<file path="src/rtl/shell_role_ctrl.sv">
// -----------------------------------------------------------------------------
// shell_role_ctrl
//   AXI4-Lite control slave that drives an array of CHANNEL role instances:
//   per-channel start pulse, timed soft reset, sticky done status with W1C,
//   interrupt enable and a level interrupt to the PS.
//
// Ports
//   aclk, aresetn        clock and asynchronous active-low reset
//   s_axil_aw*/w*/b*     AXI4-Lite write address / data / response channels
//   s_axil_ar*/r*        AXI4-Lite read address / data channels
//   role_start[c]        one-cycle start pulse to role c
//   role_rst_n[c]        active-low soft reset to role c
//   role_done[c]         done indication from role c (rising edge detected)
//   irq                  registered OR of (status & irq_en)
//
// Register map (word offset, addr[4:2] only)
//   0x00 ID      RO  SHELL_ID
//   0x04 START   WO  bit c pulses role_start[c], sets busy[c]
//   0x08 SRST    WO  bit c restarts the soft-reset countdown of channel c
//   0x0C STATUS  W1C sticky done bits
//   0x10 IRQ_EN  RW
//   0x14 BUSY    RO
//   0x18/0x1C    SLVERR
// -----------------------------------------------------------------------------
module shell_role_ctrl #(
    parameter int          CHANNEL    = 4,
    parameter int          ADDR_WIDTH = 8,
    parameter int          RST_CYCLES = 16,
    parameter logic [31:0] SHELL_ID   = 32'h5A31_0001
) (
    input  logic                  aclk,
    input  logic                  aresetn,

    input  logic [ADDR_WIDTH-1:0] s_axil_awaddr,
    input  logic                  s_axil_awvalid,
    output logic                  s_axil_awready,
    input  logic [31:0]           s_axil_wdata,
    input  logic [3:0]            s_axil_wstrb,
    input  logic                  s_axil_wvalid,
    output logic                  s_axil_wready,
    output logic [1:0]            s_axil_bresp,
    output logic                  s_axil_bvalid,
    input  logic                  s_axil_bready,

    input  logic [ADDR_WIDTH-1:0] s_axil_araddr,
    input  logic                  s_axil_arvalid,
    output logic                  s_axil_arready,
    output logic [31:0]           s_axil_rdata,
    output logic [1:0]            s_axil_rresp,
    output logic                  s_axil_rvalid,
    input  logic                  s_axil_rready,

    output logic [CHANNEL-1:0]    role_start,
    output logic [CHANNEL-1:0]    role_rst_n,
    input  logic [CHANNEL-1:0]    role_done,
    output logic                  irq
);

    typedef enum logic [2:0] {
        REG_ID     = 3'd0,
        REG_START  = 3'd1,
        REG_SRST   = 3'd2,
        REG_STATUS = 3'd3,
        REG_IRQ_EN = 3'd4,
        REG_BUSY   = 3'd5,
        REG_RSV6   = 3'd6,
        REG_RSV7   = 3'd7
    } reg_sel_t;

    localparam logic [1:0] RESP_OKAY   = 2'b00;
    localparam logic [1:0] RESP_SLVERR = 2'b10;
    localparam logic [7:0] RST_LOAD    = 8'(RST_CYCLES);

    // Ready outputs stay low while in reset and for the first edge after it.
    logic                 live;

    // Write channel capture
    logic                 aw_held;
    reg_sel_t             aw_sel;
    logic                 w_held;
    logic [31:0]          w_data;
    logic [3:0]           w_strb;
    logic                 bvalid_q;
    logic [1:0]           bresp_q;

    // Read channel
    logic                 rvalid_q;
    logic [1:0]           rresp_q;
    logic [31:0]          rdata_q;
    logic [31:0]          rd_word;
    logic                 rd_err;

    // Channel state
    logic [CHANNEL-1:0]   status;
    logic [CHANNEL-1:0]   irq_en;
    logic [CHANNEL-1:0]   busy;
    logic [CHANNEL-1:0]   done_q;
    logic [CHANNEL-1:0]   start_q;
    logic [CHANNEL-1:0]   rst_n_vec;
    logic [7:0]           rst_cnt [CHANNEL];

    // Write decode
    logic                 wr_fire;
    logic [CHANNEL-1:0]   lane_mask;
    logic [CHANNEL-1:0]   wr_bits;
    logic [CHANNEL-1:0]   wr_start;
    logic [CHANNEL-1:0]   wr_srst;
    logic [CHANNEL-1:0]   wr_clr;
    logic                 wr_irq_en;
    logic [1:0]           wr_resp;

    logic [CHANNEL-1:0]   done_rise;
    logic [CHANNEL-1:0]   start_ok;
    logic [CHANNEL-1:0]   status_n;
    logic [CHANNEL-1:0]   busy_n;
    logic [CHANNEL-1:0]   irq_en_n;

    logic                 unused_ok;

    assign s_axil_awready = live && !aw_held && !bvalid_q;
    assign s_axil_wready  = live && !w_held  && !bvalid_q;
    assign s_axil_bvalid  = bvalid_q;
    assign s_axil_bresp   = bresp_q;
    assign s_axil_arready = live && !rvalid_q;
    assign s_axil_rvalid  = rvalid_q;
    assign s_axil_rresp   = rresp_q;
    assign s_axil_rdata   = rdata_q;
    assign role_start     = start_q;
    assign role_rst_n     = rst_n_vec;

    assign unused_ok = ^{s_axil_awaddr, s_axil_araddr, w_data, w_strb};

    // -------------------------------------------------------------------------
    // Write decode: the register update fires once both halves are held.
    // -------------------------------------------------------------------------
    always_comb begin
        lane_mask = '0;
        for (int unsigned c = 0; c < CHANNEL; c++) begin
            lane_mask[c] = w_strb[c[4:3]];
        end
        wr_bits   = w_data[CHANNEL-1:0] & lane_mask;
        wr_fire   = aw_held && w_held && !bvalid_q;
        wr_start  = '0;
        wr_srst   = '0;
        wr_clr    = '0;
        wr_irq_en = 1'b0;
        wr_resp   = RESP_OKAY;
        case (aw_sel)
            REG_START:  wr_start  = wr_fire ? wr_bits : '0;
            REG_SRST:   wr_srst   = wr_fire ? wr_bits : '0;
            REG_STATUS: wr_clr    = wr_fire ? wr_bits : '0;
            REG_IRQ_EN: wr_irq_en = wr_fire;
            REG_RSV6,
            REG_RSV7:   wr_resp   = RESP_SLVERR;
            default:    ;
        endcase
    end

    // -------------------------------------------------------------------------
    // Channel next-state. A done edge beats a same-cycle W1C; a soft reset
    // clears status/busy regardless of any edge in the same cycle.
    // -------------------------------------------------------------------------
    always_comb begin
        for (int unsigned c = 0; c < CHANNEL; c++) begin
            rst_n_vec[c] = (rst_cnt[c] == 8'd0);
        end
        done_rise = role_done & ~done_q & rst_n_vec;
        start_ok  = wr_start & rst_n_vec;
        status_n  = ((status & ~wr_clr) | done_rise) & ~wr_srst;
        busy_n    = (busy & ~done_rise & ~wr_srst) | start_ok;
        irq_en_n  = wr_irq_en ? ((irq_en & ~lane_mask) | (w_data[CHANNEL-1:0] & lane_mask))
                              : irq_en;
    end

    // -------------------------------------------------------------------------
    // Read mux over the current register state
    // -------------------------------------------------------------------------
    always_comb begin
        rd_word = '0;
        rd_err  = 1'b0;
        case (reg_sel_t'(s_axil_araddr[4:2]))
            REG_ID:     rd_word = SHELL_ID;
            REG_STATUS: rd_word[CHANNEL-1:0] = status;
            REG_IRQ_EN: rd_word[CHANNEL-1:0] = irq_en;
            REG_BUSY:   rd_word[CHANNEL-1:0] = busy;
            REG_RSV6,
            REG_RSV7:   rd_err = 1'b1;
            default:    ;
        endcase
    end

    // -------------------------------------------------------------------------
    // AXI handshake state
    // -------------------------------------------------------------------------
    always_ff @(posedge aclk or negedge aresetn) begin
        if (!aresetn) begin
            live     <= 1'b0;
            aw_held  <= 1'b0;
            aw_sel   <= REG_ID;
            w_held   <= 1'b0;
            w_data   <= '0;
            w_strb   <= '0;
            bvalid_q <= 1'b0;
            bresp_q  <= RESP_OKAY;
            rvalid_q <= 1'b0;
            rresp_q  <= RESP_OKAY;
            rdata_q  <= '0;
        end else begin
            live <= 1'b1;

            if (s_axil_awvalid && s_axil_awready) begin
                aw_held <= 1'b1;
                aw_sel  <= reg_sel_t'(s_axil_awaddr[4:2]);
            end
            if (s_axil_wvalid && s_axil_wready) begin
                w_held <= 1'b1;
                w_data <= s_axil_wdata;
                w_strb <= s_axil_wstrb;
            end

            if (wr_fire) begin
                aw_held  <= 1'b0;
                w_held   <= 1'b0;
                bvalid_q <= 1'b1;
                bresp_q  <= wr_resp;
            end else if (bvalid_q && s_axil_bready) begin
                bvalid_q <= 1'b0;
            end

            if (s_axil_arvalid && s_axil_arready) begin
                rvalid_q <= 1'b1;
                rdata_q  <= rd_word;
                rresp_q  <= rd_err ? RESP_SLVERR : RESP_OKAY;
            end else if (rvalid_q && s_axil_rready) begin
                rvalid_q <= 1'b0;
            end
        end
    end

    // -------------------------------------------------------------------------
    // Channel registers and interrupt
    // -------------------------------------------------------------------------
    always_ff @(posedge aclk or negedge aresetn) begin
        if (!aresetn) begin
            status  <= '0;
            irq_en  <= '0;
            busy    <= '0;
            done_q  <= '0;
            start_q <= '0;
            irq     <= 1'b0;
        end else begin
            status  <= status_n;
            irq_en  <= irq_en_n;
            busy    <= busy_n;
            done_q  <= role_done;
            start_q <= start_ok;
            irq     <= |(status & irq_en);
        end
    end

    // Counters load on reset so every role gets a full countdown after
    // aresetn releases; an SRST write reloads even mid-countdown.
    always_ff @(posedge aclk or negedge aresetn) begin
        if (!aresetn) begin
            for (int unsigned c = 0; c < CHANNEL; c++) begin
                rst_cnt[c] <= RST_LOAD;
            end
        end else begin
            for (int unsigned c = 0; c < CHANNEL; c++) begin
                if (wr_srst[c]) begin
                    rst_cnt[c] <= RST_LOAD;
                end else if (rst_cnt[c] != 8'd0) begin
                    rst_cnt[c] <= rst_cnt[c] - 8'd1;
                end
            end
        end
    end

endmodule

</file>
<file path="config.mk">
export PLATFORM = sky130hd
export DESIGN_NAME = shell_role_ctrl
export DESIGN_NICKNAME = d
export VERILOG_FILES = /design/src/rtl/shell_role_ctrl.sv
export SDC_FILE = /design/constraint.sdc
export NUM_CORES = 1
export LEC_CHECK = 0
export CORE_MARGIN = 4
export CORE_UTILIZATION = 51
export CTS_CLUSTER_SIZE = 10
export DETAILED_ROUTE_END_ITERATION = 7
export PLACE_DENSITY = 0.88
export SLEW_MARGIN = 40
export SYNTH_ARGS = -nofsm -noshare
export SYNTH_HDL_FRONTEND = slang
export SYNTH_SLANG_ARGS = --single-unit
</file>
<file path="constraint.sdc">
create_clock -name aclk -period 2.7 [get_ports aclk]
set_input_delay 0.405 -clock aclk [delete_from_list [all_inputs] [get_ports aclk]]
set_output_delay 0.405 -clock aclk [all_outputs]
set_load 0.02 [all_outputs]
</file>
==> flow_metrics.env <==
export IMPL_area_growth_pct=16.7
export IMPL_io_buffer_count=48
export IMPL_initial_core_util=0.525
export IMPL_clockBufferDepth=2
export IMPL_synth_ff_type="dfrtp_1"
export IMPL_cp_required_ns=2.30
export IMPL_path_clk_slew_ns=0.07
export IMPL_fin_nets=474
export IMPL_maxSlewViolCount=0
export IMPL_crit_type="flip-flop to primary output"
export IMPL_final_area_um2=4440
export IMPL_pin_count=113
export IMPL_hp_class="input pin to asynchronous set/reset pin"
export IMPL_relSlewSlack=0.543
export IMPL_vias=2678
export IMPL_ys_async_sr_fraction=1.00
export IMPL_holdBufCountCts=0
export IMPL_hold_viol=0
export IMPL_antenna_cells=0
export IMPL_drive_gt1_frac=0.145
export IMPL_setup_tns_final_ns=0
export IMPL_cts_sinks=73
export IMPL_grt_max_degree=47
export IMPL_ys_seq_area_frac=0.481
export IMPL_grt_pass1_wl_um=13000
export IMPL_wl_per_cell_um=14.9
export IMPL_wl_met3_um=431
export IMPL_grt_setup_unrepaired="no"
export IMPL_clock_skew_ns=0.00853
export IMPL_cts_tree="built"
export IMPL_start_kind="flip-flop"
export IMPL_yosys_warnings=0
export IMPL_synthTopCellsByArea="dfrtp_1 45%, buf_4 5.7%, mux2_2 3.8%"
export IMPL_cts_buffers=9
export IMPL_synth_most_common_cell="dfrtp_1"
export IMPL_die_h_um=94.4
export IMPL_leakage_nw=1.99
export IMPL_clk_root_buffer_cell="clkbuf_8"
export IMPL_seq_area_um2=1830
export IMPL_critPathMaxFanout=5
export IMPL_yosysTopAreaCellShare=0.453
export IMPL_antenna_found_initial=0
export IMPL_drt_first_pass_iters=4
export IMPL_grt_use_total=0.186
export IMPL_drt_wl_total_um=7540
export IMPL_tightest_slew_ns=0.686
export IMPL_synth_cell_area_um2=3810
export IMPL_period_needed_ns=2.50
export IMPL_p_per_area_nw_per_um2=1000
export IMPL_dp_hpwl_um=5490
export IMPL_first_iter_violations=135
export IMPL_yosys_area_top_type="dfrtp_1"
export IMPL_globalplace_congestion=0.817
export IMPL_status="completed"
export IMPL_finalCritPeriodShare=0.926
export IMPL_worstSetupEndpointType="primary output"
export IMPL_highest_layer="met4"
export IMPL_post_route_drc_count=0
export IMPL_arrival_ns=2.10
export IMPL_fillCellCount=570
export IMPL_die_w_um=94.4
export IMPL_irDropWorstVdd_mv=0.482
export IMPL_postSynthCellCount=357
export IMPL_synth_edf_count=0
export IMPL_synthTopCellsByCount="69 x dfrtp_1, 30 x nor2_1, 29 x buf_4"
export IMPL_ys_seq_elements=73
export IMPL_htreeDepth=3
export IMPL_clk_latency_ns=0.35
export IMPL_avgSynthCellArea_um2=10.7
export IMPL_synth_cell_type_count=58
export IMPL_dieArea_um2=8910
export IMPL_multi_input_area_um2=1740
export IMPL_drv_cap=0
export IMPL_first_global_vias=2743
export IMPL_grt_overflow=0
export IMPL_setup_viol_count_final=0
export IMPL_placed_area_um2=4260
export IMPL_num_rows=31
export IMPL_wl_met2_um=3730
export IMPL_met1Wirelength_um=3220
export IMPL_max_freq_mhz=400
export IMPL_vias_per_cell=5.28
export IMPL_core_region_area_um2=7250
export IMPL_drtAntennaViolNets=0
-- stage by stage --
step,setup slack (ns),power (mW),util,hold WS [ns],std cells
CTS,0.0207,4.49,0.612,0.100,507
finish,0.198,4.47,0.613,0.0868,507
floorplan,0.844,3.17,-,0.109,379
global placement,0.307,3.49,0.587,0.463,491
detailed placement,0.277,3.64,0.587,0.469,491
global route,0.0555,4.81,0.613,0.131,507
-- area by class of cell --
| cell class | instances | area share |
|---|---|---|
| Sequential cell | 73 | 0.412 |
| Timing Repair Buffer | 50 | 0.113 |
| Clock buffer | 13 | 0.0335 |
| Tap cell | 99 | 0.0279 |
| Inverter | 15 | 0.0127 |
| Clock inverter | 3 | 0.00901 |
| Multi-Input combinational cell | 254 | 0.392 |
-- cells in the final DEF, fill, tap and decap left out, types with 4 or more instances in the layout --
| cell type | instances |
|---|---|
| nand3b_1 | 4 |
| mux2i_1 | 5 |
| o31ai_1 | 4 |
| conb_1 | 24 |
| nand2_1 | 22 |
| clkdlybuf4s50_1 | 43 |
| nand2b_1 | 14 |
| xnor2_1 | 8 |
| inv_1 | 15 |
| and3_1 | 4 |
| nor3_1 | 6 |
| nor2b_1 | 9 |
| nor2_1 | 30 |
| nand3_1 | 5 |
| xor2_1 | 4 |
| a21o_1 | 7 |
| clkbuf_8 | 10 |
| o21ai_0 | 12 |
| mux2_2 | 13 |
| dfrtp_1 | 69 |
| a21oi_1 | 15 |
| dfstp_2 | 4 |
| or3_1 | 9 |
| ha_1 | 8 |
-- cells by family (layout without fill, tap and decap cells) --
logic type	Yosys count	in the layout	share of synthesized area
AOI/OAI and AO/OA	50	50	0.0841
and+or+nand+nor	141	141	0.241
muxes	19	19	0.0546
buffers and inverters	52	81	0.0831
other	2	24	0.00197
DFF	73	73	0.481
xor gates and xnor gates	12	12	0.0276
adders and majority gates	8	8	0.0263
-- flip-flops by register name, summed over array words and instances, names as in the netlist, 3 cells and up, named ones only --
name	flops
rst_cnt	32
s_axil_rdata	5
busy	4
done_q	4
role_start	4
status	4
w_data	4
aw_sel	3
-- worst paths after layout --
check	start	to	slack, ns	cells past startpoint
hold / removal	aresetn	rst_cnt[26]$_DFFE_PN0P_	0.09	1
min in group aclk	s_axil_rresp[1]$_DFFE_PN0P_	s_axil_rresp[1]$_DFFE_PN0P_	0.48	2
hold reg to reg	s_axil_rresp[1]$_DFFE_PN0P_	s_axil_rresp[1]$_DFFE_PN0P_	0.48	2
setup reg to reg	rst_cnt[24]$_DFFE_PN0P_	busy[0]$_DFF_PN0_	0.76	6
max in group asynchronous	aresetn	rst_cnt[4]$_DFFE_PN1P_	1.87	2
setup / recovery	rst_cnt[8]$_DFFE_PN0P_	role_rst_n[2]	0.20	5
-- where the power goes --
group | internal, mW | leakage [nW] | switching [mW] | total, mW
sequential | 1.54 | 0.895 | 0.435 | 1.98
clock | 0.451 | 0.0974 | 0.394 | 0.845
combinational | 0.814 | 1.00 | 0.831 | 1.65
-- layer usage --
layer  vias up  GRT usage
met5         -          0
met4         0     0.0806
met1      1314      0.239
li1       1268          -
met3        12     0.0367
met2        84      0.308
-- critical path, stage by stage, from the launching register on --
cell and delay (ns):
dfrtp_1 0.38, inv_1 0.11, ha_1 0.18, or3b_4 0.43
nor3_4 0.28, dlygate4sd2_1 0.37
-- timing repair --
action,4_1_cts,5_1_grt
setup endpoints to repair,3,1
pin swaps,0,0
resized for setup,3,1
gates cloned,0,0
setup buffers,0,0
No activity file was read; power rests on OpenSTA's default activity.
